**config.mk**
```make
export PLATFORM = sky130hd
export DESIGN_NAME = mask_row_loader
export DESIGN_NICKNAME = d
export VERILOG_FILES = /design/src/rtl/mask_row_loader.sv
export SDC_FILE = /design/constraint.sdc
export NUM_CORES = 1
export LEC_CHECK = 0
export BUFFER_PORTS_ARGS = -buffer_cell sky130_fd_sc_hd__buf_2
export CAP_MARGIN = 20
export CELL_PAD_IN_SITES_DETAIL_PLACEMENT = 1
export CELL_PAD_IN_SITES_GLOBAL_PLACEMENT = 2
export CORE_MARGIN = 4
export CORE_UTILIZATION = 44
export DETAILED_ROUTE_END_ITERATION = 10
export PLACE_DENSITY_LB_ADDON = 0.1
export SYNTH_ARGS = -nofsm -noshare
export SYNTH_HDL_FRONTEND = slang
export SYNTH_SLANG_ARGS = --single-unit
export TNS_END_PERCENT = 100
```
**constraint.sdc**
```tcl
create_clock -name clk -period 4.1 [get_ports clk]
set_input_delay 1.025 -clock clk [delete_from_list [all_inputs] [get_ports clk]]
set_output_delay 1.025 -clock clk [all_outputs]
set_load 0.005 [all_outputs]
```
**src/rtl/mask_row_loader.sv**
```systemverilog
// Buffers mask rows in a small FIFO, shifts each row serially into the sensor
// mask chain, then strobes a row latch carrying the row address.
module mask_row_loader #(
  parameter int max_image_sensor_w = 50,
  parameter int max_image_sensor_h = 50,
  parameter int fifo_depth         = 4
) (
  input  logic                              clk,
  input  logic                              rst_n,
  input  logic                              clk_en,
  input  logic [10:0]                       image_sensor_w,
  input  logic [10:0]                       image_sensor_h,
  input  logic [0:max_image_sensor_w-1]     mg_mask,
  input  logic                              rp_valid,
  output logic                              sens_mask_data,
  output logic                              sens_mask_shift,
  output logic                              sens_row_load,
  output logic [10:0]                       sens_row_addr,
  output logic                              sens_frame_done,
  output logic [$clog2(fifo_depth):0]       fifo_level,
  output logic                              overflow
);

  // state | meaning
  // IDLE  | no row in flight, waiting for a FIFO entry
  // SHIFT | serial bits on the chain, counting down to bit 0
  // LOAD  | latch strobe with row address; may pop the next row
  typedef enum logic [1:0] {IDLE, SHIFT, LOAD} state_t;

  localparam int PW = (fifo_depth > 1) ? $clog2(fifo_depth) : 1;
  localparam int LW = $clog2(fifo_depth) + 1;
  localparam int IW = (max_image_sensor_w > 1) ? $clog2(max_image_sensor_w) : 1;

  logic [0:max_image_sensor_w-1] mem_q [fifo_depth];
  logic [PW-1:0] wr_ptr_q, rd_ptr_q;
  logic [LW-1:0] count_q, count_d;
  logic          ovf_q;

  state_t                        state_q, state_d;
  logic [0:max_image_sensor_w-1] row_q, row_d;
  logic [IW-1:0]                 idx_q, idx_d;
  logic [10:0]                   h_last_q, h_last_d;
  logic [10:0]                   row_cnt_q, row_cnt_d;
  logic                          data_q, data_d;
  logic                          shift_q, shift_d;
  logic                          load_q, load_d;
  logic [10:0]                   addr_q, addr_d;
  logic                          fd_q, fd_d;

  logic          empty, full, pop, push, drop;
  logic [10:0]   w_eff, h_eff;
  logic [IW-1:0] w_last;
  logic [0:max_image_sensor_w-1] head;

  always_comb begin
    w_eff = image_sensor_w;
    if (image_sensor_w == 11'd0)
      w_eff = 11'd1;
    else if (image_sensor_w > 11'(max_image_sensor_w))
      w_eff = 11'(max_image_sensor_w);
    h_eff = image_sensor_h;
    if (image_sensor_h == 11'd0)
      h_eff = 11'd1;
    else if (image_sensor_h > 11'(max_image_sensor_h))
      h_eff = 11'(max_image_sensor_h);
  end

  assign w_last = IW'(w_eff - 11'd1);
  assign head   = mem_q[rd_ptr_q];
  assign empty  = (count_q == '0);
  assign full   = (count_q == LW'(fifo_depth));
  assign pop    = clk_en && !empty && ((state_q == IDLE) || (state_q == LOAD));
  // A full FIFO still accepts a row when the same cycle frees a slot.
  assign push   = clk_en && rp_valid && (!full || pop);
  assign drop   = clk_en && rp_valid && full && !pop;

  always_comb begin
    count_d = count_q;
    if (push && !pop)
      count_d = count_q + LW'(1);
    else if (pop && !push)
      count_d = count_q - LW'(1);
  end

  always_comb begin
    state_d   = state_q;
    row_d     = row_q;
    idx_d     = idx_q;
    h_last_d  = h_last_q;
    row_cnt_d = row_cnt_q;
    data_d    = data_q;
    shift_d   = shift_q;
    load_d    = load_q;
    addr_d    = addr_q;
    fd_d      = fd_q;
    case (state_q)
      SHIFT: begin
        if (idx_q == '0) begin
          shift_d   = 1'b0;
          data_d    = 1'b0;
          load_d    = 1'b1;
          addr_d    = row_cnt_q;
          fd_d      = (row_cnt_q == h_last_q);
          row_cnt_d = (row_cnt_q >= h_last_q) ? 11'd0 : row_cnt_q + 11'd1;
          state_d   = LOAD;
        end else begin
          idx_d  = idx_q - IW'(1);
          data_d = row_q[idx_q - IW'(1)];
        end
      end
      LOAD: begin
        load_d  = 1'b0;
        fd_d    = 1'b0;
        state_d = IDLE;
      end
      default: ;
    endcase
    // Pop from IDLE or straight out of LOAD starts the next row.
    if (pop) begin
      row_d    = head;
      idx_d    = w_last;
      data_d   = head[w_last];
      shift_d  = 1'b1;
      h_last_d = h_eff - 11'd1;
      state_d  = SHIFT;
    end
  end

  always_ff @(posedge clk) begin
    if (push)
      mem_q[wr_ptr_q] <= mg_mask;
  end

  always_ff @(posedge clk or negedge rst_n) begin
    if (!rst_n) begin
      wr_ptr_q  <= '0;
      rd_ptr_q  <= '0;
      count_q   <= '0;
      ovf_q     <= 1'b0;
      state_q   <= IDLE;
      row_q     <= '0;
      idx_q     <= '0;
      h_last_q  <= '0;
      row_cnt_q <= '0;
      data_q    <= 1'b0;
      shift_q   <= 1'b0;
      load_q    <= 1'b0;
      addr_q    <= '0;
      fd_q      <= 1'b0;
    end else if (clk_en) begin
      if (push) wr_ptr_q <= wr_ptr_q + PW'(1);
      if (pop)  rd_ptr_q <= rd_ptr_q + PW'(1);
      count_q   <= count_d;
      ovf_q     <= ovf_q | drop;
      state_q   <= state_d;
      row_q     <= row_d;
      idx_q     <= idx_d;
      h_last_q  <= h_last_d;
      row_cnt_q <= row_cnt_d;
      data_q    <= data_d;
      shift_q   <= shift_d;
      load_q    <= load_d;
      addr_q    <= addr_d;
      fd_q      <= fd_d;
    end
  end

  assign sens_mask_data  = data_q;
  assign sens_mask_shift = shift_q;
  assign sens_row_load   = load_q;
  assign sens_row_addr   = addr_q;
  assign sens_frame_done = fd_q;
  assign fifo_level      = count_q;
  assign overflow        = ovf_q;

endmodule
```
After elaboration in Yosys (flattened, before gate mapping) --
Memories as Yosys holds them, arrays and structs flattened. Cells that the tools add are included.
Storage, ports and cells: bits in registers 103, memory bits (writable) 200, output and inout port bits 19, logic and storage cells 102, memories kept 1
Memory list:
- mem_q | words 4, width 50, read ports 1, clocked after Yosys merged registers in 0, write ports 1, RTL line 34 | logic [0:max_image_sensor_w-1] mem_q [fifo_depth];
Operators by class: add/subtract/negate cells 8, order comparisons 5, eq/ne operators 7, multiplexer cells 31, bitwise logic cells 3, reduce and logical (&&, ||, !) cells 33
Operators by type and width (count):
- $mux 11 | 3
- $mux 6 | 5
- $gt 11x6->1 const B | 2
- $logic_not 11->1 | 2
- $reduce_and 3->1 | 5
- $ge 7x7->1 const B | 2
- $mux 1 | 14
- $not 6->7 | 2
- $bmux 1 s6 | 2
- $sub 6x1->6 const B | 2
- $add 11x1->11 const B | 1
- $eq 11x11->1 | 1
- $ge 11x11->1 | 1
- $sub 11x1->11 const B | 1
- $logic_and 1x1->1 | 8
- $reduce_and 2->1 | 4
- $reduce_bool 2->1 | 4
- $logic_not 6->1 | 1
- $mux 3 | 2
- $add 2x1->2 const B | 2
- $logic_not 1->1 | 4
- $mux 2 | 2
- $ne 2x2->1 const B | 2
- $pmux 1 s2 | 2
- 12 further kinds | 13

Logic depth before layout (Yosys ltp) --
word-level depth 10, gate-level depth with buffers 14

Worst setup path before layout --
OpenSTA, ideal clock, no wires.
kind input port to flip-flop, from input image_sensor_w[3], to register data_q (netlist: sens_mask_data), library setup time 0.132 ns, data arrival time 3.625 ns, path slack 0.343 ns, cell stages on the path 14, cell sequence buf_6 > nor4_1 > o22ai_1 > nor3_4 > inv_2 > ha_1 > xor2_2 > buf_8 > buf_8 > mux4_1 > mux2i_1 > mux2i_1 > a211oi_2 > o41ai_2
Between the ends: longest elaborated chain between the ends 9
RTL lines:
- start: declaration | RTL line 11 | input logic [10:0] image_sensor_w,
- $gt 11x6->1 | RTL line 59 | else if (image_sensor_w > 11'(max_image_sensor_w))
- $mux 6 | RTL line 59
- $mux 6 (*) | RTL line 57 | if (image_sensor_w == 11'd0)
- $sub 6x1->6 (*) | RTL line 68 | assign w_last = IW'(w_eff - 11'd1);
- $not 6->7 (implied by the code) (*) | RTL line 122 | data_d = head[w_last];
- $bmux 1 s6 (*) | RTL line 122
- $mux 1 (implied by the code) (*) (2 in a row) | RTL line 122
- $mux 1 (*) | RTL line 119 | if (pop) begin
- end signal: assignment | RTL line 160 | data_q <= data_d;
- end: declaration | RTL line 44 | logic data_q, data_d;
Every way passes the cells marked *; elsewhere a longest branch is shown, timed or not. The select of a mux whose other input is x is not followed. A chain may end at the register's enable or synchronous reset.

Final worst setup path --
from input image_sensor_w[9], to register data_q (netlist: sens_mask_data)
The elaborated chain is that of the path after synthesis.

==> flow_summary.ini <==
[cells_and_area]
area_growth_pct = 15.6
utilization_pct = 51.6
layout_commonest_cell = sky130_fd_sc_hd__nand2_1
drive_gt1_share_pct = 22.6
final_cell_mix = sky130_fd_sc_hd__nand2_1, sky130_fd_sc_hd__edfxtp_1, sky130_fd_sc_hd__dfrtp_1, sky130_fd_sc_hd__buf_2, sky130_fd_sc_hd__mux4_2
layout.nets = 1110
antenna_cells = 0

[clocking]
clock-root-buffer = sky130_fd_sc_hd__clkbuf_16
numCtsBuffers = 35
clk_pin_slew_ns = 0.06
tritoncts_num_sinks = 303
post-cts-setup-buffers = 0
clock_insertion_delay_worst_skew_ns = 0.51
clock_tree_from_tritoncts = done
cts-hold-fix-buffers = 0
clockBufferDepth = 3
cts-htree-levels = 2
post_cts.resized_instances = 0

[timing]
post-route-min-period_ns = 3.33
maxSlewViolCount = 0
skew_ns = 0.0212
worst-slew-pin-transition_ns = 0.790
max_clock_freq_ghz = 0.300
rsz0062_at_grt = no
final_min_period_over_clock_period_pct = 81.3
worst_slack_ns = 0.769
max-slew-margin-rel_pct = 47.4
tns_ns = 0
setup_viol = 0
final_hold_viol_count = 0

[synthesis]
ys_ff_latch = 303
post_synth_num_cell_types = 68
count_of_synthesis_stage_warnings_from_yosys = 0
synthesis.area_per_instance_um2 = 14.8
synthCells = 895
synth_ff_type = sky130_fd_sc_hd__edfxtp_1
synth_fp_nets = 992
synth.yosys.seq_area_share_pct = 65.0
post_synth_instance_area_um2 = 13200
synth-edff-count = 200
synth-async-reset-ratio_pct = 34.0

[flow_run]
drv_cap = 0

[placement]
place_hpwl_um = 19800
dp_worst_slack_ns = 0.261
gp_congestion = 0.807
buffer_ports.inserted = 94

[drt]
viasPerCell = 5.35
first_iter_violations = 394
finalWirelength_um = 29400
antenna_left = 0
wire_per_inst_um = 20.6
detailroute.via_count = 7636
drc = 0
detail_route.first_pass.iterations = 5

[power]
sequentialPowerShare_pct = 41.8
power_frac_comb_pct = 29.0
leakagePower_nw = 6.10
vdd.ir_drop.worst_uv = 399
p_clk_share_pct = 29.2
p_sw_share_pct = 30.9
internal-power_mw = 6.98
p_per_area_nw_per_um2 = 661
p_switching_mw = 3.12

[min_path]
timing.hold.worst.class = reg -> reg

[grt]
use_met3_pct = 2.74
overflow = 0
grt.busiest_layer = met2
grt.met2_usage_pct = 29.7
antenna_found_initial = 0
pin_count_of_the_biggest_net_entering_global_routing = 55
grt_first_pass_wirelength_um = 47100
grt_pass1_vias = 8155
grtUsageTotal_pct = 18.1
global_route.usage.met1_pct = 25.8

[critical_path]
critical_path.startpoint_type = input pin
peak_fanout_along_the_critical_path = 14
crit_path_class = in -> reg
worst-endpoint-required_ns = 4.47
cp.arrival_ns = 3.70
crit_path_end_kind = flip-flop

[floorplanning]
design.die.area_um2 = 32900
floorplan.die.width_um = 181
num_rows = 63
placeableCoreArea_um2 = 29600
boundary_pin_count = 95
fp.dieH_um = 181
initial_utilization_pct = 44.6

[status]
run_status = completed
==> cell usage after synthesis, types with 6 or more instances <==
cell	instances	area, um^2
sky130_fd_sc_hd__dfrtp_1	103	2580
sky130_fd_sc_hd__a211oi_1	11	82.6
sky130_fd_sc_hd__nand2_1	214	803
sky130_fd_sc_hd__inv_1	21	78.8
sky130_fd_sc_hd__nor3_1	8	40.0
sky130_fd_sc_hd__edfxtp_1	200	6010
sky130_fd_sc_hd__a21oi_1	18	90.1
sky130_fd_sc_hd__xor2_1	8	70.1
sky130_fd_sc_hd__xnor2_1	7	61.3
sky130_fd_sc_hd__clkbuf_1	17	63.8
sky130_fd_sc_hd__nand3_1	10	50.1
sky130_fd_sc_hd__mux4_2	47	1060
sky130_fd_sc_hd__ha_1	20	250
sky130_fd_sc_hd__mux4_1	21	552
sky130_fd_sc_hd__nor2b_1	14	87.6
sky130_fd_sc_hd__mux2i_1	24	240
sky130_fd_sc_hd__or3_1	6	37.5
sky130_fd_sc_hd__nor2_1	28	105
sky130_fd_sc_hd__o21ai_0	21	105
sky130_fd_sc_hd__o31ai_1	8	60.1
==> critical path, stage by stage <==
cell	delay, ns
sky130_fd_sc_hd__buf_2	0.11
sky130_fd_sc_hd__nor4_4	0.34
sky130_fd_sc_hd__nand2_2	0.16
sky130_fd_sc_hd__nor3_4	0.24
sky130_fd_sc_hd__inv_2	0.10
sky130_fd_sc_hd__ha_1	0.26
sky130_fd_sc_hd__xor2_2	0.16
sky130_fd_sc_hd__buf_4	0.26
sky130_fd_sc_hd__mux2i_1	0.23
sky130_fd_sc_hd__mux2i_1	0.11
sky130_fd_sc_hd__mux4_1	0.49
sky130_fd_sc_hd__nor2_1	0.12
sky130_fd_sc_hd__o41ai_2	0.09
==> path summary, 6_finish.rpt <==
check / from / slack, ns / cells past startpoint / endpoint
max: image_sensor_w[9] / 0.77 / 13 / sens_mask_data
min: overflow / 0.47 / 1 / overflow
max reg2reg: idx_q[1] / 1.08 / 10 / sens_mask_data
min reg2reg: overflow / 0.47 / 1 / overflow
max in group asynchronous: rst_n / 2.76 / 2 / fifo_level[0]
min in group asynchronous: rst_n / 0.60 / 1 / h_last_q[1]
==> flip-flops by register name (all words and copies together), names as in the netlist, 2 cells and up <==
name           cells
h_last_q          11
row_q             50
idx_q              6
state_q            2
row_cnt_q         11
mem_q            200
rd_ptr_q           2
wr_ptr_q           2
fifo_level         3
sens_row_addr     11
==> stage by stage <==
stage / area (um^2) / power (mW) / std cells / hold WS, ns
finish: 15300 / 10.1 / 1428 / 0.465
global route: 15300 / 10.7 / 1428 / 0.488
CTS: 15300 / 10.3 / 1428 / 0.467
detailed placement: 14200 / 7.28 / 1366 / 0.454
global placement: 14200 / 7.25 / 1366 / 0.448
floorplan: 13200 / 6.28 / 895 / 0.440
==> area by class of cell <==
class,instances,area (um^2)
clock buffer,45,913
multi-input combinational,531,4280
timing repair buffer,120,756
sequential,303,8590
fill,2943,14400
clock inverter,17,178
tap,390,488
inverter,22,82.6
==> metal layers <==
metal	vias up	wire length, um
li1	3577	-
met1	3874	13500
met2	152	14200
met3	33	1250
met4	0	471
met5	-	0
==> power by group through the flow <==
stage / registers (mW) / logic [mW] / clock network (mW)
floorplan: 4.11 / 2.17 / 0
global placement: 4.28 / 2.97 / 0
detailed placement: 4.29 / 2.99 / 0
CTS: 4.23 / 3.01 / 3.05
global route: 4.29 / 3.25 / 3.18
finish: 4.22 / 2.93 / 2.95
==> logic make-up (layout without fill, tap and decap cells) <==
family | count (synthesis) | after routing | share of synthesized area (%)
AND/OR/NAND/NOR | 312 | 312 | 10.3
flip-flops | 303 | 303 | 65.0
multiplexers | 94 | 94 | 14.2
AO/OA/AOI/OAI | 88 | 88 | 4.63
buffers and inverters | 61 | 204 | 2.76
adder cells (fa/ha/maj) | 21 | 21 | 2.05
XOR/XNOR | 16 | 16 | 1.12
Note: power is estimated with default switching activity, not from simulation.
